$ cat src/rtl/keypad_scan.sv
// 4x4 matrix keypad scanner: rotates a one-cold row drive, debounces a single
// key press/release, and presents a registered calculator key code.
module keypad_scan #(
   parameter int SCAN_DIV = 1000,
   parameter int DEBOUNCE = 20000
) (
   input  logic       clk,
   input  logic       rst,
   input  logic [3:0] col,
   output logic [3:0] row,
   output logic [7:0] code,
   output logic       pressed
);
   localparam int DW = $clog2(SCAN_DIV);
   localparam int BW = (DEBOUNCE > 2) ? $clog2(DEBOUNCE) : 1;
   localparam logic [DW-1:0] DWELL_LAST = DW'(SCAN_DIV - 1);
   localparam logic [BW-1:0] DEB_LAST   = BW'(DEBOUNCE - 1);

   typedef enum logic [3:0] {
      SCAN    = 4'b0001,
      DEBNC   = 4'b0010,
      HELD    = 4'b0100,
      RELEASE = 4'b1000
   } state_t;

   state_t        state;
   logic [3:0]    s1, scol, lpat;
   logic [1:0]    ridx;
   logic [DW-1:0] dwell;
   logic [BW-1:0] dcnt;
   logic [3:0]    low;
   logic          one_low;

   // Exactly one column pulled low; two or more low is a multi-key and ignored.
   assign low     = ~scol;
   assign one_low = (low != 4'h0) && ((low & (low - 4'd1)) == 4'h0);

   function automatic logic [7:0] key_code(input logic [1:0] r, input logic [3:0] p);
      logic [1:0] c;
      logic [7:0] k;
      c = !p[0] ? 2'd0 : !p[1] ? 2'd1 : !p[2] ? 2'd2 : 2'd3;
      case ({r, c})
         4'd0:  k = 8'h01;
         4'd1:  k = 8'h02;
         4'd2:  k = 8'h03;
         4'd3:  k = 8'hF1;
         4'd4:  k = 8'h04;
         4'd5:  k = 8'h05;
         4'd6:  k = 8'h06;
         4'd7:  k = 8'hF2;
         4'd8:  k = 8'h07;
         4'd9:  k = 8'h08;
         4'd10: k = 8'h09;
         4'd11: k = 8'hF3;
         4'd12: k = 8'hCC;
         4'd13: k = 8'h00;
         4'd14: k = 8'hEE;
         default: k = 8'hF4;
      endcase
      return k;
   endfunction

   always_ff @(posedge clk or posedge rst) begin
      if (rst) begin
         s1      <= 4'hF;
         scol    <= 4'hF;
         lpat    <= 4'hF;
         state   <= SCAN;
         row     <= 4'b1110;
         ridx    <= 2'd0;
         dwell   <= '0;
         dcnt    <= '0;
         code    <= 8'hFF;
         pressed <= 1'b0;
      end else begin
         s1   <= col;
         scol <= s1;
         unique case (state)
            SCAN: begin
               if (dwell == DWELL_LAST) begin
                  dwell <= '0;
                  if (one_low) begin
                     lpat  <= scol;
                     dcnt  <= '0;
                     state <= DEBNC;
                  end else begin
                     row  <= {row[2:0], row[3]};
                     ridx <= ridx + 2'd1;
                  end
               end else begin
                  dwell <= dwell + DW'(1);
               end
            end
            DEBNC: begin
               if (scol == lpat) begin
                  if (dcnt == DEB_LAST) begin
                     state   <= HELD;
                     pressed <= 1'b1;
                     code    <= key_code(ridx, lpat);
                  end else begin
                     dcnt <= dcnt + BW'(1);
                  end
               end else begin
                  // Bounce: abandon this candidate and carry on from the next row.
                  state <= SCAN;
                  dwell <= '0;
                  row   <= {row[2:0], row[3]};
                  ridx  <= ridx + 2'd1;
               end
            end
            HELD: begin
               if (scol == 4'hF) begin
                  state <= RELEASE;
                  dcnt  <= '0;
               end
            end
            RELEASE: begin
               if (scol == 4'hF) begin
                  if (dcnt == DEB_LAST) begin
                     state   <= SCAN;
                     pressed <= 1'b0;
                     code    <= 8'hFF;
                     dwell   <= '0;
                     row     <= {row[2:0], row[3]};
                     ridx    <= ridx + 2'd1;
                  end else begin
                     dcnt <= dcnt + BW'(1);
                  end
               end else begin
                  state <= HELD;
               end
            end
            default: state <= SCAN;
         endcase
      end
   end
endmodule

$ cat config.mk
export PLATFORM = sky130hd
export DESIGN_NAME = keypad_scan
export DESIGN_NICKNAME = d
export VERILOG_FILES = /design/src/rtl/keypad_scan.sv
export SDC_FILE = /design/constraint.sdc
export NUM_CORES = 1
export LEC_CHECK = 0
export ABC_AREA = 0
export BUFFER_PORTS_ARGS = -buffer_cell sky130_fd_sc_hd__buf_2
export CORE_MARGIN = 2
export CORE_UTILIZATION = 29
export CTS_BUF_LIST = sky130_fd_sc_hd__clkbuf_4 sky130_fd_sc_hd__clkbuf_8
export CTS_CLUSTER_SIZE = 8
export DETAILED_ROUTE_END_ITERATION = 16
export PLACE_DENSITY = 0.55
export SETUP_SLACK_MARGIN = 0.2
export SYNTH_ARGS = -nofsm -noshare
export SYNTH_HDL_FRONTEND = slang
export SYNTH_SLANG_ARGS = --single-unit
$ cat constraint.sdc
create_clock -name clk -period 4.2 [get_ports clk]
set_input_delay 0.63 -clock clk [delete_from_list [all_inputs] [get_ports clk]]
set_output_delay 0.63 -clock clk [all_outputs]
set_load 0.1 [all_outputs]
# ---- After elaboration in Yosys (flattened, before gate mapping)
# Memories as Yosys holds them, arrays and structs flattened.
# Cells that the tools add are included.
dict set report totals {
  regBits 56
  romBits 128
  inputBits 6
  out_inout_bits 13
  wordCells 93
  memories 1
}
dict set report classes {
  n_addsub 4
  eq_ne 19
  mux 45
  bitwise 2
  n_reduce_logical 12
}
# memory depth word_bits rd rd_clocked_by_memory_dff write_ports line
set memory_table {}
lappend memory_table {{(name not given)} 16 8 1 0 0 42} ;# case ({r, c})
# op count
set op_table {}
lappend op_table {{$mux W15} 6}
lappend op_table {{$pmux W15 S4} 1}
lappend op_table {{$mux W4} 12}
lappend op_table {{$mux W10} 4}
lappend op_table {{$mux W8} 4}
lappend op_table {{$pmux W10 S3} 1}
lappend op_table {{$ne A2 B2 Y1 const B} 9}
lappend op_table {{$pmux W4 S4} 1}
lappend op_table {{$pmux W8 S2} 1}
lappend op_table {{$add A15 B1 Y15 const B} 1}
lappend op_table {{$eq A15 B15 Y1 const B} 1}
lappend op_table {{$mux W2} 7}
lappend op_table {{$pmux W4 S3} 1}
lappend op_table {{$reduce_and A6 Y1} 2}
lappend op_table {{$add A10 B1 Y10 const B} 1}
lappend op_table {{$eq A10 B10 Y1 const B} 1}
lappend op_table {{$reduce_and A5 Y1} 2}
lappend op_table {{$eq A4 B4 Y1 const B} 2}
lappend op_table {{$reduce_bool A4 Y1} 2}
lappend op_table {{$ne A3 B3 Y1 const B} 2}
lappend op_table {{$pmux W2 S3} 1}
lappend op_table {{$mux W1} 5}
lappend op_table {{$and A4 B4 Y4} 1}
lappend op_table {{$eq A4 B1 Y1 const B} 1}
lappend op_table {{other kinds (13)} 13}

# ---- Depth between registers and ports, before layout
dict set report depth {
  ltp_word 8
  depth_mapped 8
  mapped_depth_nobuf 8
}

# ---- Worst setup path after synthesis
# No wires, ideal clock.
dict set report synth_timing {
  kind {register to register}
  from {register dcnt[7]}
  to {register row[0]}
  setup_ps 128
  arrival_ps 2421
  t_required_ps 4072
  setup_slack_ps 1650
  stages_incl_launch_ff 7
  n_path_buf 1
  synth_period_minus_slack_ps 2550
  path_cell_list {dfrtp_1 or4b_1 or4_4 buf_6 a221oi_4 nand3_4 mux2_1}
}
dict set report synth_between {
  elab_chain_len 3
}
# element line
set synth_lines {}
lappend synth_lines {{start: declaration} 30} ;# logic [BW-1:0] dcnt;
lappend synth_lines {{start signal: assignment} 101} ;# dcnt <= dcnt + BW'(1);
lappend synth_lines {{start signal: assignment} 127} ;# dcnt <= dcnt + BW'(1);
lappend synth_lines {{$eq A15 B15 Y1} 119} ;# if (dcnt == DEB_LAST) begin
lappend synth_lines {{$ne A2 B2 Y1 (no source line)} n/a}
lappend synth_lines {{$reduce_and A6 Y1 (no source line)} n/a}
lappend synth_lines {{end signal: assignment} 87} ;# row <= {row[2:0], row[3]};
lappend synth_lines {{end signal: assignment} 107} ;# row <= {row[2:0], row[3]};
lappend synth_lines {{end signal: assignment} 124} ;# row <= {row[2:0], row[3]};
lappend synth_lines {{end: declaration} 10} ;# output logic [3:0] row,
# Every way passes these cells.
# A chain may end at the register's enable or synchronous reset.

# ---- Worst setup path after layout
dict set report layout_timing {
  from {register dcnt[7]}
  to {register dwell[7]}
}
dict set report layout_between {
  elab_chain_len 3
}
# element line
set layout_lines {}
lappend layout_lines {{$eq A15 B15 Y1} 119}
lappend layout_lines {{$ne A2 B2 Y1 (no source line)} n/a}
lappend layout_lines {{$reduce_and A4 Y1 (no source line)} n/a}
lappend layout_lines {{end signal: assignment} 91} ;# dwell <= dwell + DW'(1);
lappend layout_lines {{end: declaration} 29} ;# logic [DW-1:0] dwell;
# Every way passes these cells.

==> flow_metrics.tcl <==
set metrics [dict create \
    wl_um 6760 \
    critical_path.max_fanout 13 \
    routed_via_density 5.32 \
    cts_tree "built" \
    dp_hpwl_um 4660 \
    grt.total_usage 0.122 \
    std_cell_rows 37 \
    syn-cell-area_mm2 0.00312 \
    required_ns 4.42 \
    clock_power_share 0.427 \
    die-area_mm2 0.0116 \
    post-route-period-util 0.698 \
    cp.depth 5 \
    tightest_slew_ns 1.23 \
    clk-insertion-delay-late_ns 0.32 \
    power.net_switching_mw 0.193 \
    syn_nets 320 \
    cts_made_buffers 5 \
    grt_overflow 0 \
    critPathMaxStageDelay_ns 0.65 \
    slew_headroom 0.178 \
    holdWs_ns 0.360 \
    antenna_left 0 \
    clockBufferDepth 2 \
    cp_slowest_cell "a221oi_4" \
    regArea_mm2 0.00141 \
    yosysUniqueCellTypes 65 \
    dieHeight_um 108 \
    hold_depth 0 \
    critPathLaunchType "flop" \
    setup_viol 0 \
    fillers 1080 \
    powerDensity_mw_per_mm2 285 \
    cts_resized 0 \
    setup_tns_ns 0 \
    synth_commonest_cells "dfrtp_1, dfstp_2, nand2_1, nor2_1, o31ai_1" \
    fmax_mhz 341 \
    wl_per_cell_um 14.9 \
    detail_route.first_pass.iterations 4 \
    synthToLayoutAreaGrowth_pct 10.5 \
    multi_input_area_mm2 0.00158 \
    postSynthCellCount 308 \
    p_total_mw 0.980 \
    gp_congestion 0.851 \
    yosysWarningCount 0 \
    worstPathCellList "or4b_1 > or4_4 > a221oi_4 > nand3_1 > o221ai_1" \
    use_met1 0.173 \
    async_flop_share 1.00 \
    skew_ns 0.0151 \
    worstSetupEndpointType "flop" \
    top_usage_layer "met2" \
    ios 19 \
    ctsHoldBuffers 0 \
    post_cts_buffers 0 \
    synthFlopType "dfrtp_1" \
    critPathBufInv 0 \
    core_area_mm2 0.0104 \
    grt_use_met3 0.0200 \
    ir_drop_mv 0.138 \
    synth_top_area_share 0.257 \
    p_int_mw 0.788 \
    drc 0 \
    synth_edf_count 0 \
    htree_levels 2 \
    root_buffer "clkbuf_8" \
    ys_seq_elements 55 \
    antenna_found_initial 0 \
    synth_largest_area_cell "dfrtp_1" \
    grt_use_met2 0.192 \
    drive_above_1_share 0.219 \
    post-synth-top-count-cell "dfrtp_1" \
    hold_viol_final 0 \
    critical_path_class "flop to flop" \
    fp.dieW_um 108 \
    sw_frac_of_total 0.197 \
    cellLeakagePower_nw 1.36 \
    drv_slew 0 \
    status "complete, no violations" \
    initial_core_util 0.301 \
    vias 2420 \
    grt_max_degree 39 \
    critPathTopFamily "simple AND/OR/NAND/NOR gates" \
    ys_seq_area_frac 0.451 \
    nNetsFinal 330 \
    hp-class "flop to flop" \
    synthTopCellsByArea "dfrtp_1, dfstp_2, o31ai_1, ha_1, nand2_1" \
    cts.sinks 55 \
    grt_pass1_wl_um 11400 \
    drv_cap 0 \
    comb_power_share 0.020 \
    rsz0062_at_grt "false" \
    grt_pass1_vias 2322 \
    cts.reportedPaths.clkPinSlew_ns 0.10 \
    io_buffers 18 \
    avgSynthCellArea_um2 10.1 \
    p_seq_frac 0.552 \
    drt_iter0_drc 191 \
    reg2reg_depth 5 \
    fin_crit_ns 2.93 \
    worstPathArrival_ns 3.15 \
    antenna_cells 0 \
]
[power groups by stage]
stage / sequential [mW] / clock, mW / combinational [mW]
CTS: 0.542 / 0.432 / 0.0209
global placement: 0.551 / 0 / 0.0207
finish: 0.542 / 0.419 / 0.0198
detailed placement: 0.551 / 0 / 0.0209
floorplan: 0.549 / 0 / 0.0132
global route: 0.542 / 0.446 / 0.0226
[layout make-up]
type | count | share of cell area
clock inverters | 2 | 0.0174
clock buffers | 6 | 0.0222
well taps | 136 | 0.0494
inverters | 11 | 0.0120
repair buffers | 21 | 0.0327
flip-flops and latches | 55 | 0.408
multi-input cells | 224 | 0.458
[flip-flops by register name (all words and copies together), names as in the netlist, 4 cells and up]
name	cells
code	7
dcnt	15
dwell	10
lpat	4
row	4
s1	4
scol	4
state	4
[cells in the final DEF, fill, tap and decap left out, types with 3 or more instances in the layout]
master,n
a21oi_1,13
a31oi_1,6
and2_1,3
and3_1,5
buf_2,18
buf_4,3
clkbuf_8,5
dfrtp_1,32
dfstp_2,23
ha_1,6
inv_1,10
mux2_1,4
mux2_2,5
mux2i_1,4
nand2_1,20
nand2b_1,5
nand3_1,13
nand4_1,10
nand4b_1,3
nor2_1,20
nor3_1,3
nor3b_1,3
nor4_1,5
nor4b_1,3
o211ai_1,5
o21ai_0,12
o2bb2ai_1,5
o31ai_1,18
xnor2_1,8
xor2_1,3
[final timing paths]
| kind | start | end | slack (ns) |
|---|---|---|---|
| worst max-delay path | dcnt[7]$_DFFE_PP0P_ | dwell[7]$_DFFE_PP0P_ | 1.27 |
| worst min-delay path | s1[3]$_DFF_PP1_ | scol[3]$_DFF_PP1_ | 0.36 |
| worst max register to register | dcnt[7]$_DFFE_PP0P_ | dwell[7]$_DFFE_PP0P_ | 1.27 |
| worst min register to register | s1[3]$_DFF_PP1_ | scol[3]$_DFF_PP1_ | 0.36 |
| max in group asynchronous | rst | dcnt[1]$_DFFE_PP0P_ | 2.99 |
| min in group asynchronous | rst | dwell[2]$_DFFE_PP0P_ | 0.45 |
[worst register-to-register path: cells and delay by family (launching register included)]
family             cells  cell delay (ns)
AOI/OAI and AO/OA      2             0.89
and+or+nand+nor        3             1.52
DFF                    1             0.44
[cell families (layout without fill, tap and decap cells)]
group / after synthesis / count (layout) / synth area share
buffers and inverters: 29 / 40 / 0.0449
adders and majority gates: 6 / 6 / 0.0241
AOI/OAI and AO/OA: 84 / 84 / 0.201
DFF: 55 / 55 / 0.451
xor gates and xnor gates: 11 / 11 / 0.0309
muxes: 13 / 13 / 0.0453
and+or+nand+nor: 110 / 110 / 0.203
[per-layer routing]
metal | wire length, um | vias up
met2 | 3090 | 34
li1 | - | 1176
met5 | 0 | -
met4 | 65 | 0
met1 | 3400 | 1201
met3 | 212 | 9
[metrics by stage]
step	utilization	cells	setup slack, ns	area [um^2]
final	0.332	455	1.27	3440
after global routing	0.332	455	1.09	3440
after CTS	0.332	455	1.28	3440
after detailed placement	0.319	447	1.29	3310
after global placement	0.319	447	1.30	3310
after floorplan	-	308	1.65	3120
(Power assumes the default switching activity.)
